File: src/rtl/sync_fifo_param.sv
// sync_fifo_param: parametrised single-clock FIFO.
// Pointers carry one extra wrap bit, so full and empty can be told apart
// without a separate counter. Every flag comes from the registered pointers
// only. Simultaneous read and write are both accepted, including a write
// into a full FIFO when a read is accepted in the same cycle. Read side
// is either first-word-fall-through (FWFT=1) or registered with one cycle
// of latency (FWFT=0).
//
// Handshake: a write is taken on a rising edge when wr_en is high and the
// FIFO is not full, or when it is full but a read is taken on the same
// edge. A read is taken when rd_en is high and the FIFO is not empty.
// There is no backpressure beyond the full/empty flags. A rejected request
// sets the matching sticky error flag. clr overrides both requests.
module sync_fifo_param #(
    parameter int DATA_W    = 16,
    parameter int ADDR_W    = 3,
    parameter int AFULL_TH  = 6,
    parameter int AEMPTY_TH = 2,
    parameter int FWFT      = 1
) (
    input  logic              clk,
    input  logic              rst_n,
    input  logic              clr,
    input  logic              wr_en,
    input  logic [DATA_W-1:0] wr_data,
    input  logic              rd_en,
    output logic [DATA_W-1:0] rd_data,
    output logic              rd_valid,
    output logic              full,
    output logic              empty,
    output logic              almost_full,
    output logic              almost_empty,
    output logic [ADDR_W:0]   count,
    output logic              overflow,
    output logic              underflow
);

    localparam int              DEPTH        = 1 << ADDR_W;
    localparam logic [ADDR_W:0] C_PTR_ONE    = {{ADDR_W{1'b0}}, 1'b1};
    localparam logic [ADDR_W:0] C_AFULL_TH   = AFULL_TH[ADDR_W:0];
    localparam logic [ADDR_W:0] C_AEMPTY_TH  = AEMPTY_TH[ADDR_W:0];

    logic [DATA_W-1:0] r_mem [DEPTH];
    logic [ADDR_W:0]   r_wr_ptr;
    logic [ADDR_W:0]   r_rd_ptr;
    logic              r_overflow;
    logic              r_underflow;

    logic [ADDR_W:0]   w_count;
    logic              w_empty;
    logic              w_full;
    logic              w_rd_acc;
    logic              w_wr_acc;

    // Occupancy, flags and accept decisions from registered pointers and requests
    always_comb begin
        w_count  = r_wr_ptr - r_rd_ptr;
        w_empty  = (r_wr_ptr == r_rd_ptr);
        w_full   = (r_wr_ptr[ADDR_W] != r_rd_ptr[ADDR_W]) &&
                   (r_wr_ptr[ADDR_W-1:0] == r_rd_ptr[ADDR_W-1:0]);
        w_rd_acc = rd_en & ~w_empty & ~clr;
        w_wr_acc = wr_en & (~w_full | w_rd_acc) & ~clr;
    end

    assign count        = w_count;
    assign empty        = w_empty;
    assign full         = w_full;
    assign almost_full  = (w_count >= C_AFULL_TH);
    assign almost_empty = (w_count <= C_AEMPTY_TH);
    assign overflow     = r_overflow;
    assign underflow    = r_underflow;

    // Storage array; contents are deliberately left unreset
    always_ff @(posedge clk) begin
        if (w_wr_acc) begin
            r_mem[r_wr_ptr[ADDR_W-1:0]] <= wr_data;
        end
    end

    // Write and read pointers, advanced on accepted requests, zeroed by flush
    always_ff @(posedge clk or negedge rst_n) begin
        if (!rst_n) begin
            r_wr_ptr <= '0;
            r_rd_ptr <= '0;
        end else if (clr) begin
            r_wr_ptr <= '0;
            r_rd_ptr <= '0;
        end else begin
            if (w_wr_acc) begin
                r_wr_ptr <= r_wr_ptr + C_PTR_ONE;
            end
            if (w_rd_acc) begin
                r_rd_ptr <= r_rd_ptr + C_PTR_ONE;
            end
        end
    end

    // Sticky error flags: set on a rejected request, held until flush or reset
    always_ff @(posedge clk or negedge rst_n) begin
        if (!rst_n) begin
            r_overflow  <= 1'b0;
            r_underflow <= 1'b0;
        end else if (clr) begin
            r_overflow  <= 1'b0;
            r_underflow <= 1'b0;
        end else begin
            if (wr_en & ~w_wr_acc) begin
                r_overflow <= 1'b1;
            end
            if (rd_en & ~w_rd_acc) begin
                r_underflow <= 1'b1;
            end
        end
    end

    generate
        if (FWFT != 0) begin : g_fwft
            // Head word is presented combinationally whenever data is present
            assign rd_data  = r_mem[r_rd_ptr[ADDR_W-1:0]];
            assign rd_valid = ~w_empty;
        end else begin : g_reg
            logic [DATA_W-1:0] r_rd_data;
            logic              r_rd_valid;

            // Capture the head word on an accepted read; valid for one cycle
            always_ff @(posedge clk or negedge rst_n) begin
                if (!rst_n) begin
                    r_rd_data  <= '0;
                    r_rd_valid <= 1'b0;
                end else if (clr) begin
                    r_rd_valid <= 1'b0;
                end else begin
                    r_rd_valid <= w_rd_acc;
                    if (w_rd_acc) begin
                        r_rd_data <= r_mem[r_rd_ptr[ADDR_W-1:0]];
                    end
                end
            end

            assign rd_data  = r_rd_data;
            assign rd_valid = r_rd_valid;
        end
    endgenerate

endmodule

File: config.mk
export PLATFORM = sky130hd
export DESIGN_NAME = sync_fifo_param
export DESIGN_NICKNAME = d
export VERILOG_FILES = /design/src/rtl/sync_fifo_param.sv
export SDC_FILE = /design/constraint.sdc
export NUM_CORES = 1
export LEC_CHECK = 0
export CAP_MARGIN = 0
export CORE_MARGIN = 3
export CORE_UTILIZATION = 44
export CTS_BUF_LIST = sky130_fd_sc_hd__clkbuf_8 sky130_fd_sc_hd__clkbuf_16
export CTS_CLUSTER_SIZE = 16
export DETAILED_ROUTE_END_ITERATION = 10
export SLEW_MARGIN = 15
export SYNTH_ARGS = -nofsm -noshare
export SYNTH_HDL_FRONTEND = slang
export SYNTH_SLANG_ARGS = --single-unit
File: constraint.sdc
create_clock -name clk -period 4.9 [get_ports clk]
set_clock_uncertainty 0.2 [all_clocks]
set_input_delay 0.98 -clock clk [delete_from_list [all_inputs] [get_ports clk]]
set_output_delay 0.98 -clock clk [all_outputs]
set_load 0.02 [all_outputs]
Yosys cells after proc, flatten, opt, wreduce, memory -nomap -nowiden
Memory sizes are Yosys's and may differ from the RTL's. Cells that the tools add are included.

Memories: 1. Output and inout port bits: 27. Word-level logic and storage cells: 40. Memory bits (writable): 128. Register bits after elaboration: 10.

Magnitude comparators: 2. Bitwise logic cells: 12. Reduce and logical (&&, ||, !) cells: 5. Equality and inequality tests: 3. Muxes and demuxes: 10. $add $sub $neg: 3.

Memories: r_mem (depth 8, bits a word 16, read ports 1, clocked after memory_dff 0, write ports 1, RTL line 43) `logic [DATA_W-1:0] r_mem [DEPTH];`.

Operator list (count): two-way mux 4 bit (4); adder 4 x 1 -> 4 bit, second input constant (2); nonzero test 2 bit (4); bitwise AND 1 bit (6); two-way mux 1 bit (6); inverter 1 bit (5); equality test 4 bit (1); greater-or-equal comparator 4 x 3 -> 1 bit, second input constant (1); less-or-equal comparator 4 x 2 -> 1 bit, second input constant (1); subtractor 4 bit (1); equality test 3 bit (1); logical AND 1 bit (1); inequality test 1 bit (1); OR 1 bit (1).

Longest topological paths before layout
Gate-level depths: netlist of the first run.

Depth after elaboration: 11. Gate-level depth with buffers: 9.

Worst setup path before layout of the first run
OpenSTA, ideal clock, no wires.

Path kind: reg-to-reg. Start point: reg r_rd_ptr[2]. End point: mem r_mem[3][0] (enable). Cell stages (with the launch flop): 9. Clock period less this slack: 3.851 ns. Data required time: 4.291 ns. Arrival: 3.242 ns. Path slack: 1.049 ns. Buffers on the path: 2. Library setup time: 0.409 ns. Path through: dfrtp_1 > clkbuf_1 > clkinv_1 > clkbuf_1 > ha_1 > nand3_1 > nor3_1 > or3_1 > nor3_1.

Cells in the longest elaborated chain, start to end: 9.

RTL lines: start: declaration (RTL line 45) `logic [ADDR_W:0] r_rd_ptr;`; start signal: assignment (RTL line 93) `r_rd_ptr <= r_rd_ptr + C_PTR_ONE;`; equality test 4 bit (RTL line 58) `w_empty = (r_wr_ptr == r_rd_ptr);`; inverter 1 bit (RTL line 61) `w_rd_acc = rd_en & ~w_empty & ~clr;`; bitwise AND 1 bit (2 in series) (RTL line 61); OR 1 bit * (RTL line 62) `w_wr_acc = wr_en & (~w_full | w_rd_acc) & ~clr;`; bitwise AND 1 bit * (2 in series) (RTL line 62); two-way mux 1 bit * (RTL line 75) `if (w_wr_acc) begin`; two-way mux 1 bit (not written as such) * (RTL line 76) `r_mem[r_wr_ptr[ADDR_W-1:0]] <= wr_data;`; end: declaration (RTL line 43).

Every way passes the cells marked *; elsewhere a longest branch is shown, timed or not.

Final worst setup path of the first run
Start point: reg r_rd_ptr[0]. End point: out almost_empty.

Cells in the longest elaborated chain, start to end: 2.

RTL lines: subtractor 4 bit (RTL line 57) `w_count = r_wr_ptr - r_rd_ptr;`; less-or-equal comparator 4 x 2 -> 1 bit (RTL line 69) `assign almost_empty = (w_count <= C_AEMPTY_TH);`; end: declaration (RTL line 32) `output logic almost_empty,`.

No other way between the ends.

==> summary.md, run 1 <==
| Metric | Value |
|---|---|
| DP Wirelength | 6.47 mm |
| Clock Pin Slew Worst Setup and Hold Paths | 0.06 ns |
| Routability congestion estimate | 0.737 |
| Final setup vio count | 0 |
| Place WS | 1.31 ns |
| Routed WL | 10.5 mm |
| Max clock buf depth | 2 |
| Cts repair resizes | 0 |
| CP endpoint kind | output pin |
| Grt total ovfl | 0 |
| Power Dens Cells | 470 mW/mm2 |
| Antenna viol nets, final | 0 |
| Crit path time final | 3.90 ns |
| Gr usage total | 0.166 |
| Hold_ws | 0.301 ns |
| Post-Route Setup TNS | 0 ns |
| DR iter-0 viols | 211 |
| WP data required | 3.72 ns |
| Outcome | finished, final reports clean |
| Synthesized area per cell | 18.4 um2 |
| Height of the die | 118 um |
| Ports | 48 |
| Synth area leader | edfxtp_1 |
| Routed vias/inst | 5.18 |
| Fin crit share | 0.797 |
| Via count | 2824 |
| Post-CTS Setup Inserts | 0 |
| Vias in the first global route | 2959 |
| Max Slew Vio Count | 0 |
| # fillers | 969 |
| Seq/Total Area, Yosys | 0.739 |
| Critical path peak fanout | 13 |
| EDFF count, synth | 128 |
| Die area | 0.0140 mm2 |
| Worst IR Drop VDD | 0.000286 V |
| Input/output buffers | 47 |
| WL/cell | 19.3 um |
| P_leak | 0.00235 uW |
| Post-Syn Instances | 301 |
| Kind of critical path | reg2out |
| Worst-margin pin slew | 0.785 ns |
| Area contributors post-synth | edfxtp_1, mux4_2, dfrtp_1, nand2_1, ha_1 |
| RSZ-0062 raised after global routing | no |
| Starting density of the core | 0.455 |
| Clock Sinks | 138 |
| Worst-Skew Late Latency | 0.41 ns |
| Post-synth top flop | edfxtp_1 |
| Core ar. | 0.0122 mm2 |
| Final Hold Vio Count | 0 |
| HP Class | reg2reg |
| Ant diodes | 0 |
| Yosys reg bits | 138 |
| DRC viols | 0 |
| Fmax | 256 MHz |
| Synth top area share | 0.694 |
| Layout area overhead | 25.1% |
| H-Tree Depth | 4 |
| Root buffer cell | clkbuf_16 |
| CP arrival | 2.72 ns |
| Hold Buf Count CTS | 0 |
| Row count | 40 |
| Largest net degree at the start of global routing | 36 |
| FFs w/ async S/R, synth | 0.0725 |
| Iteration count of the initial detailed-routing pass | 4 |
| CP startpoint kind | flop |
| First-pass GRT wire length | 17.1 mm |
| Netlist cell types | 34 |
| PnR worst setup slack | 0.996 ns |
| Max-Cap Viols | 0 |
| Nets | 392 |
| CTS tree | yes |
| Die span in x | 118 um |
| Area of the mapped netlist | 0.00554 mm2 |
| Slew margin rel. | 0.474 |
| Synth Net Count | 328 |
| Ys Warns | 0 |
| TritonCTS buffer count | 17 |
| Ratio of cells with drive above 1 in the final layout | 0.223 |
| Initial antenna violation count | 0 |
## worst paths after layout
kind                       slack [ns]  depth (start not counted)                      end                    start
setup / recovery                  1.0                          6             almost_empty  r_rd_ptr[0]$_DFFE_PN0P_
hold / removal                   0.30                          2    underflow$_DFFE_PN0P_    underflow$_DFFE_PN0P_
setup reg to reg                 1.74                          6    r_mem[5][7]$_DFFE_PP_  r_rd_ptr[0]$_DFFE_PN0P_
hold reg to reg                  0.30                          2    underflow$_DFFE_PN0P_    underflow$_DFFE_PN0P_
max in group asynchronous        3.48                          1  r_rd_ptr[0]$_DFFE_PN0P_                    rst_n
min in group asynchronous        0.69                          1     overflow$_DFFE_PN0P_                    rst_n
## power by group
part | switching, uW | total [uW] | internal (uW)
Clock | 471 | 1380 | 904
Combinational | 268 | 546 | 278
Sequential | 26.2 | 1340 | 1310
Total | 765 | 3260 | 2490
## state kept, by name, summed over array words and instances, names as in the netlist
name       flops
underflow      1
overflow       1
r_rd_ptr       4
r_mem        128
r_wr_ptr       4
## cell type report
cell class                 count  area (um2)  share of cell area
sequential                   138        4100               0.591
tap                          168         210              0.0303
multi-input combinational    143        1380               0.200
timing repair buffer          59         573              0.0827
clock buffer                  17         425              0.0614
clock inverter                14         220              0.0318
inverter                       6        22.5             0.00325
## layer usage
| layer | up-vias | GRT usage | share of wire |
|---|---|---|---|
| met4 | 0 | 0.0725 | 0.012 |
| li1 | 1304 | - | - |
| met1 | 1439 | 0.236 | 0.46 |
| met5 | - | 0 | 0 |
| met2 | 70 | 0.245 | 0.48 |
| met3 | 11 | 0.0407 | 0.052 |
## placed cells by master, fill, tap and decap left out, types with 2 or more instances in the layout
| cell | n |
|---|---|
| xor2_1 | 4 |
| clkinv_4 | 3 |
| a21oi_1 | 4 |
| dfrtp_1 | 9 |
| nor3_2 | 4 |
| clkbuf_16 | 17 |
| bufinv_16 | 5 |
| nor2_1 | 14 |
| nand2_1 | 51 |
| inv_6 | 3 |
| edfxtp_1 | 128 |
| or3_1 | 2 |
| a21o_1 | 2 |
| clkinv_2 | 2 |
| nand3_1 | 3 |
| buf_4 | 11 |
| inv_1 | 5 |
| xnor2_1 | 4 |
| ha_1 | 5 |
| mux4_2 | 32 |
| clkdlybuf4s50_1 | 47 |
## cells in the mapped netlist (2+ instances only)
cell type / n
nand3_1: 3
or3_1: 2
edfxtp_1: 128
dfrtp_1: 10
a21oi_1: 4
clkbuf_1: 10
a21o_1: 2
nor3_1: 5
buf_2: 4
ha_1: 5
mux4_2: 32
nor2_1: 14
xor2_1: 4
xnor2_1: 4
inv_1: 5
nand2_1: 51
## critical path, stage by stage, from the launching register on
cell             delay (ns)
dfrtp_2                0.65
ha_1                   0.23
inv_1                  0.06
fa_1                   0.38
xor2_1                 0.18
a211oi_1               0.17
clkdlybuf4s50_1        0.64
## logic make-up after synthesis
family	synth area share
adder cells (fa/ha/maj)	0.0149
buffers and inverters	0.0145
AO/OA/AOI/OAI	0.0192
AND/OR/NAND/NOR	0.0626
flip-flops	0.739
multiplexers	0.132
XOR/XNOR	0.0176
## through the flow
step                cells  total power, uW   util  instance area (um2)
floorplan             301             1700      -                 5540
global placement      514             1910  0.517                 6280
detailed placement    514             1920  0.517                 6280
CTS                   545             3300  0.570                 6930
global route          545             3390  0.570                 6930
finish                545             3260  0.570                 6930
(Power assumes the default switching activity.)
==> run 2, diff against run 1 <==
Settings changed: PLACE_DENSITY set to 0.66.
Clock period 4.9 ns to 3.5 ns, I/O delays scaled along.
==> summary.md, run 2 (synthesized netlist as in run 1, its figures left out) <==
| Metric | Value |
|---|---|
| Outcome | finished, final reports clean |
| Power Dens Cells | 608 mW/mm2 (+29%) |
| Row count | 40 (unchanged) |
| Fin crit share | 0.966 |
| Worst-Skew Late Latency | 0.39 ns (-0.02 ns) |
| Most frequent cells in the layout | edfxtp_1, nand2_1, clkdlybuf4s50_1, mux4_2, buf_4 |
| Crit-path leading delay family | buffers and inverters |
| DRC viols | 0 (unchanged) |
| Final Hold Vio Count | 0 (unchanged) |
| CP endpoint kind | output pin |
| Grt total ovfl | 0 (unchanged) |
| Worst IR Drop VDD | 0.000295 V (+3.1%) |
| Kind of critical path | reg2out |
| Vias in the first global route | 3088 (+4.4%) |
| Core ar. | 0.0122 mm2 (unchanged) |
| Antenna viol nets, final | 0 (unchanged) |
| CP max-delay cell | clkdlybuf4s50_1 |
| Iteration count of the initial detailed-routing pass | 4 (unchanged) |
| TritonCTS buffer count | 17 (unchanged) |
| Via count | 2913 (+3.2%) |
| DR iter-0 viols | 181 (-14%) |
| Post-CTS Setup Inserts | 0 (unchanged) |
| Routed WL | 10.4 mm (-1.4%) |
| P_leak | 0.00235 uW (+0.19%) |
| Die area | 0.0140 mm2 (unchanged) |
| Ratio of cells with drive above 1 in the final layout | 0.218 (-0.00520) |
| First-pass GRT wire length | 16.9 mm (-1.4%) |
| Slew margin rel. | 0.684 (+0.210) |
| Input/output buffers | 47 (unchanged) |
| Ant diodes | 0 (unchanged) |
| Largest net degree at the start of global routing | 24 (-33%) |
| Starting density of the core | 0.455 (unchanged) |
| Layout area overhead | 23.7% |
| Crit path time final | 3.38 ns |
| Die span in x | 118 um (unchanged) |
| WL/cell | 18.8 um (-3.0%) |
| HP Class | reg2reg |
| Root buffer cell | clkbuf_16 |
| Height of the die | 118 um (unchanged) |
| Max-Cap Viols | 0 (unchanged) |
| RSZ-0062 raised after global routing | no |
| Routability congestion estimate | 0.849 (+15%) |
| Max stage delay on crit path | 0.66 ns (about the same) |
| Max reg flops | 128 (unchanged) |
| CTS tree | yes |
| Fmax | 296 MHz |
| Tot Pwr | 4170 uW (+28%) |
| Clock Sinks | 138 (unchanged) |
| Worst-margin pin slew | 0.473 ns (-0.312 ns) |
| Max Slew Vio Count | 0 (unchanged) |
| Gr usage total | 0.160 (-0.00582) |
| Final setup vio count | 0 (unchanged) |
| Critical path peak fanout | 8 (-5) |
| DP Wirelength | 6.31 mm (-2.4%) |
| WP data required | 2.60 ns (-1.12 ns) |
| Worst path bufs/invs | 1 (-1) |
| Max clock buf depth | 2 (unchanged) |
| CP arrival | 2.48 ns (-0.24 ns) |
| Ports | 48 (unchanged) |
| Crit-path cells | ha_1 > a21o_1 > a31oi_1 > xnor2_1 > clkdlybuf4s50_1 |
| Routed vias/inst | 5.26 (+1.5%) |
| Hold Buf Count CTS | 0 (unchanged) |
| H-Tree Depth | 4 (unchanged) |
| Core Util, Final | 0.563 (-0.00648) |
| CP startpoint kind | flop |
| Initial antenna violation count | 0 (unchanged) |
| Commonest non-fill, non-tap cell in the layout | edfxtp_1 |
| Nets | 400 (+2.0%) |
| Clock Pin Slew Worst Setup and Hold Paths | 0.05 ns (about the same) |
## run 2: metrics by stage
stage	area (um2)	TNS [ns]	hold WS [ns]	cells	worst slack, ns
floorplan	5550	-5.20	0.204	301	-0.163
finish	6850	0	0.298	554	0.119
detailed placement	6330	0	0.295	522	0.379
global route	6850	0	0.335	554	0.0188
global placement	6330	0	0.278	522	0.441
CTS	6850	0	0.309	554	0.0568
## run 2: area by class of cell
type                            instances  area, um2
Inverter                                6       22.5
Sequential cell                       138       4100
Multi-Input combinational cell        143       1380
Clock buffer                           17        425
Fill cell                             908       5310
Tap cell                              168        210
Timing Repair Buffer                   67        622
Clock inverter                         15       92.6
## run 2: worst paths after layout
| check | from | endpoint | slack [ns] | cells past startpoint |
|---|---|---|---|---|
| max | r_wr_ptr[2]$_DFFE_PN0P_ | count[3] | 0.12 | 5 |
| min | underflow$_DFFE_PN0P_ | underflow$_DFFE_PN0P_ | 0.30 | 2 |
| max reg2reg | r_wr_ptr[2]$_DFFE_PN0P_ | r_mem[3][11]$_DFFE_PP_ | 0.77 | 6 |
| min reg2reg | underflow$_DFFE_PN0P_ | underflow$_DFFE_PN0P_ | 0.30 | 2 |
| max in group asynchronous | rst_n | r_rd_ptr[0]$_DFFE_PN0P_ | 2.32 | 1 |
| min in group asynchronous | rst_n | r_rd_ptr[2]$_DFFE_PN0P_ | 0.43 | 1 |
## run 2: where the power goes
group	switching (uW)	internal, uW
clock network	589	947
registers	14.4	1840
logic	396	382
## run 2: tightest hold or removal path, stage by stage (launching register included)
cell     delay, ns
dfrtp_1       0.35
a21oi_1       0.04
nor2_1        0.07
## run 2: repair_timing
item,CTS,global route
setup endpoints to repair,1,1
resized for setup,1,1
endpoints found under the hold margin,0,0
## run 2: per-layer routing
metal | track usage | part of all wire | up-vias
met2 | 0.255 | 0.49 | 71
met4 | 0.0564 | 0.013 | 0
met5 | 0 | 0 | -
li1 | - | - | 1316
met1 | 0.214 | 0.45 | 1514
met3 | 0.0431 | 0.043 | 12
==> run 3, diff against run 2 <==
Settings changed: CORE_MARGIN 3 to not set.
==> summary.md, run 3 (synthesized netlist as in run 1, its figures left out) <==
| Metric | Value |
|---|---|
| Outcome | finished, final reports clean |
| Hold Buf Count CTS | 0 (unchanged) |
| Ant diodes | 0 (unchanged) |
| Input/output buffers | 47 (unchanged) |
| Final Hold Vio Count | 0 (unchanged) |
| Worst R2R Start | r_wr_ptr[0]$_DFFE_PN0P_ |
| Fin crit share | 0.949 (-0.0171) |
| Share of power burned in registers | 0.423 (-0.022) |
| Routed vias/inst | 5.24 (-0.34%) |
| Clock network fraction of design power | 0.398 (+0.029) |
| Die area | 0.0130 mm2 (-6.7%) |
| Clock Pin Slew Worst Setup and Hold Paths | 0.06 ns (about the same) |
| Vias in the first global route | 3092 (+0.13%) |
| CP startpoint kind | flop |
| Largest net degree at the start of global routing | 36 (+50%) |
| Starting density of the core | 0.455 (unchanged) |
| Final setup vio count | 0 (unchanged) |
| Kind of critical path | reg2out |
| Iteration count of the initial detailed-routing pass | 4 (unchanged) |
| Critical path origin | r_wr_ptr[0]$_DFFE_PN0P_ |
| Worst-Skew Late Latency | 0.41 ns (+0.02 ns) |
| Gr usage total | 0.182 (+0.0222) |
| P_leak | 0.00238 uW (+1.0%) |
| Max reg flops | 128 (unchanged) |
| WL/cell | 19.2 um (+2.6%) |
| CP max-delay cell | clkdlybuf4s50_1 |
| Cell mode on critical path | inv_1 |
| Routability congestion estimate | 0.820 (-3.5%) |
| Worst-margin pin slew | 0.546 ns (+0.0732 ns) |
| Nets | 401 (+0.25%) |
| Core ar. | 0.0122 mm2 (unchanged) |
| Routed WL | 10.7 mm (+2.6%) |
| WP data required | 2.60 ns (about the same) |
| DR iter-0 viols | 222 (+23%) |
| RSZ-0062 raised after global routing | no |
| Post-Route Setup TNS | 0 ns (unchanged) |
| TritonCTS buffer count | 17 (unchanged) |
| CP arrival | 2.42 ns (-0.06 ns) |
| Combined area of the multi-input logic cells | 0.00139 mm2 (+0.72%) |
| CP endpoint kind | output pin |
| Crit-path cells | inv_1 > ha_1 > inv_1 > fa_1 > xor2_2 > clkdlybuf4s50_1 |
| Grt total ovfl | 0 (unchanged) |
| DP Wirelength | 6.36 mm (+0.70%) |
| Fmax | 301 MHz (+1.8%) |
| Ports | 48 (unchanged) |
| Register area | 0.00410 mm2 (about the same) |
| Hold Crit Start | overflow$_DFFE_PN0P_ |
| Sw Pwr | 1050 uW (+4.9%) |
| Max Slew Vio Count | 0 (unchanged) |
| DRC viols | 0 (unchanged) |
| Commonest non-fill, non-tap cell in the layout | edfxtp_1 |
| Ratio of cells with drive above 1 in the final layout | 0.244 (+0.0259) |
| Max clock buf depth | 2 (unchanged) |
| H-Tree Depth | 4 (unchanged) |
| Antenna viol nets, final | 0 (unchanged) |
| Row count | 40 (unchanged) |
| Initial antenna violation count | 0 (unchanged) |
| Pint | 3320 uW (+5.0%) |
| Via count | 2903 (-0.34%) |
| Root buffer cell | clkbuf_16 |
| Worst IR Drop VDD | 0.000314 V (+6.5%) |
| Comb pwr share | 0.178 (-0.009) |
| Height of the die | 114 um (-3.4%) |
| Clock Sinks | 138 (unchanged) |
| Crit path time final | 3.32 ns (-0.0599 ns) |
| # fillers | 922 (+1.5%) |
| Power Dens Cells | 631 mW/mm2 (+3.8%) |
| CTS tree | yes |
| Hold_ws | 0.293 ns (-0.00538 ns) |
| First-pass GRT wire length | 16.8 mm (-0.53%) |
| Layout area overhead | 25.2% |
| Max-Cap Viols | 0 (unchanged) |
| Max stage delay on crit path | 0.63 ns (-0.03 ns) |
| Switching Share | 0.240 (about the same) |
| Critical path peak fanout | 5 (-3) |
| R2R setup slack | 0.77 ns (about the same) |
| Die span in x | 114 um (-3.4%) |
| Slew margin rel. | 0.636 (-0.0478) |
| Core Util, Final | 0.570 (+0.00669) |
| HP Class | reg2reg |
| Tot Pwr | 4370 uW (+5.0%) |
| Most frequent cells in the layout | edfxtp_1, nand2_1, clkdlybuf4s50_1, mux4_2, buf_4 |
==> run 3: final cells by class <==
| cell class | count | share of cell area |
|---|---|---|
| Clock buffer | 17 | 0.0614 |
| Clock inverter | 14 | 0.0224 |
| Multi-Input combinational cell | 143 | 0.201 |
| Tap cell | 168 | 0.0303 |
| Sequential cell | 138 | 0.591 |
| Timing Repair Buffer | 68 | 0.0908 |
| Inverter | 6 | 0.00325 |
==> run 3: path summary, 6_finish.rpt <==
kind                       depth (start not counted)                 endpoint
setup / recovery                                   6                 count[2]
hold / removal                                     2     overflow$_DFFE_PN0P_
setup reg to reg                                   7    r_mem[3][2]$_DFFE_PP_
hold reg to reg                                    2     overflow$_DFFE_PN0P_
max in group asynchronous                          1  r_wr_ptr[2]$_DFFE_PN0P_
min in group asynchronous                          1    underflow$_DFFE_PN0P_
==> run 3: what timing repair did <==
item,in CTS,in global routing
buffers inserted,0,0
endpoints found under the setup margin,1,2
gates resized for setup,1,4
gates cloned,0,0
==> run 3: stage by stage <==
step	setup WS, ns	instance area [um2]	instances
after floorplan	-0.163	5550	301
after global placement	0.455	6340	523
after CTS	0.00324	6920	554
after detailed placement	0.421	6340	523
final	0.179	6930	554
after global routing	0.0391	6930	554
==> run 3: layer usage <==
| layer | share of wire | wire length (um) | global-route usage |
|---|---|---|---|
| met5 | 0 | 0 | 0 |
| met3 | 0.042 | 446 | 0.0535 |
| met2 | 0.50 | 5320 | 0.288 |
| met4 | 0.014 | 145 | 0.0693 |
| met1 | 0.45 | 4750 | 0.240 |
==> run 3: power groups by stage <==
| stage | sequential, uW | clock, uW | combinational, uW |
|---|---|---|---|
| floorplan | 1880 | 0 | 494 |
| global placement | 1880 | 0 | 787 |
| detailed placement | 1890 | 0 | 793 |
| CTS | 1850 | 1770 | 791 |
| global route | 1850 | 1830 | 846 |
| finish | 1850 | 1740 | 780 |
==> run 3: worst max-delay path, delay by kind of cell, from the launching register on <==
| family | cells | cell delay (ns) |
|---|---|---|
| buffers and inverters | 3 | 0.84 |
| adder cells (fa/ha/maj) | 2 | 0.57 |
| flip-flops | 1 | 0.43 |
| XOR/XNOR | 1 | 0.18 |
==> variant (config.mk and constraints of run 1) <==
Set the parameter `FWFT` to 0 (it was 1). Comments in the files are not updated.
--- a/src/rtl/sync_fifo_param.sv
+++ b/src/rtl/sync_fifo_param.sv
@@ -17,5 +17,5 @@
     parameter int AFULL_TH  = 6,
     parameter int AEMPTY_TH = 2,
-    parameter int FWFT      = 1
+    parameter int FWFT      = 0
 ) (
     input  logic              clk,
Check against the original RTL: not equivalent (Yosys sat finds a counterexample within 4 cycles, from zero or initial values and one cycle with rst_n low).
==> variant against run 1 <==
  * Area after synthesis rose by 9.9%
  * Design area rose by 9.3%
  * Setup slack improved by 0.096 ns
  * Sequential cell count is 17 higher
  * Count of clock-buffer cells in the layout rose by 4
  * Power grew 13%
  * Largest power group is now sequential cells
  * Utilization is 0.48 points lower
  * Routed wire length increased by 13%
==> variant: results (changes against run 1) <==
grt_pass1_vias: 3132  # was 2,959
rr_endpoint: "r_mem[4][9]"  # was r_mem[5][7]
syn_nets: 353  # was 328
drtIter0Drc: 255  # was 211
timing.rr.start: "r_wr_ptr[0]"  # was r_rd_ptr[0]
synthTopCellsByArea: "edfxtp_1 (63%), mux4_2 (12%), dfrtp_1 (11%)"  # was edfxtp_1 (69%), mux4_2 (13%), dfrtp_1 (4.5%)
ir_worst_vdd_uv: 246  # was 286 uV
stdcell_area_mm2: 0.00757  # was 0.00693 mm2
synth_compound_area_share_pct: 2.88  # was 1.92%
synthAdderAreaFrac_pct: 1.36  # was 1.49%
synth_mux_area_share_pct: 14.8  # was 13.2%
crit_arrival_ns: 2.63  # was 2.72 ns
holdPathEnd: "rd_data[7]"  # was underflow
antenna_cells: 0  # unchanged
fill_cells: 1041  # was 969
critPathMaxStageDelay_ns: 0.59  # was 0.65 ns
gr-usage-all-layers_pct: 17.1  # was 16.6%
layout-drive-gt1-share_pct: 22.0  # was 22.3%
worst-r2r-setup-slack_ns: 1.88  # was 1.74 ns
crit_slowest_cell: "clkdlybuf4s50_1"  # was dfrtp_2
synth_cell_type_count: 32  # was 34
grt_pass1_wl_um: 18300  # was 17,100 um
crit_fanout: 6  # was 13
relSlewSlack_pct: 52.4  # was 47.4%
async_flop_share_pct: 17.4  # was 7.25%
p_total_mw: 3.69  # was 3.26 mW
wire_per_inst_um: 20.4  # was 19.3 um
top_usage_layer: "met2"  # unchanged
grtUsageMet1_pct: 23.7  # was 23.6%
drt-total-wl_um: 12000  # was 10,500 um
ys_top_cells_by_count: "edfxtp_1 (128), mux4_2 (32), dfrtp_1 (27)"  # was edfxtp_1 (128), nand2_1 (51), mux4_2 (32)
critPathTopFamily: "buffers and inverters"  # unchanged
place_congestion: 0.789  # was 0.737
seq_area_frac_synth_pct: 74.2  # was 73.9%
num-nets-final: 423  # was 392
place_inst: 553  # was 514
worstHoldPathType: "register to register"  # unchanged
placed_area_mm2: 0.00688  # was 0.00628 mm2
dr_wl_met2_um: 5970  # was 5020 um
met3_length_um: 561  # was 549 um
dp_worst_setup_slack_ns: 1.00  # was 1.31 ns
drtPass1Iterations: 4  # unchanged
hold-worst-slack_ns: 0.272  # was 0.301 ns
numCtsBuffers: 17  # unchanged
outcome: "finished clean"  # unchanged
synth_xor_area_share_pct: 1.13  # was 1.76%
dp.final_hpwl_um: 7260  # was 6470 um
r2r_cells: 7  # was 6
grtUsageMet3_pct: 4.31  # was 4.07%
hold_start: "rd_data[7]"  # was underflow
viasPerCell: 5.34  # was 5.18
p_leak_nw: 2.58  # was 2.35 nW
syn-instance-count: 326  # was 301
route.layer.met1.wl_um: 5310  # was 4840 um
grt_use_met2_pct: 26.6  # was 24.5%
==> variant: where the power goes <==
group | switching, mW | leakage (nW) | internal [mW]
Sequential | 0.0420 | 1.50 | 1.51
Clock | 0.487 | 0.343 | 1.01
Combinational | 0.330 | 0.735 | 0.309
Total | 0.859 | 2.58 | 2.83
==> variant: worst max-delay path by stage <==
stage / end / slack, ns / cells past startpoint
5_1_grt: almost_full / 0.86 / 8
3_3_place_gp: r_mem[4][14] / 1.06 / 6
3_5_place_dp: r_mem[4][13] / 1.00 / 6
2_1_floorplan: r_mem[7][0] / 0.55 / 7
6_report: almost_empty / 1.09 / 8
4_1_cts: almost_empty / 1.07 / 8
==> variant: area by class of cell <==
| class | instances | share of cell area (%) |
|---|---|---|
| well taps | 176 | 2.91 |
| flip-flops and latches | 155 | 59.7 |
| repair buffers | 65 | 8.00 |
| inverters | 9 | 0.446 |
| clock buffers | 21 | 6.35 |
| multi-input cells | 148 | 19.8 |
| clock inverters | 11 | 2.81 |
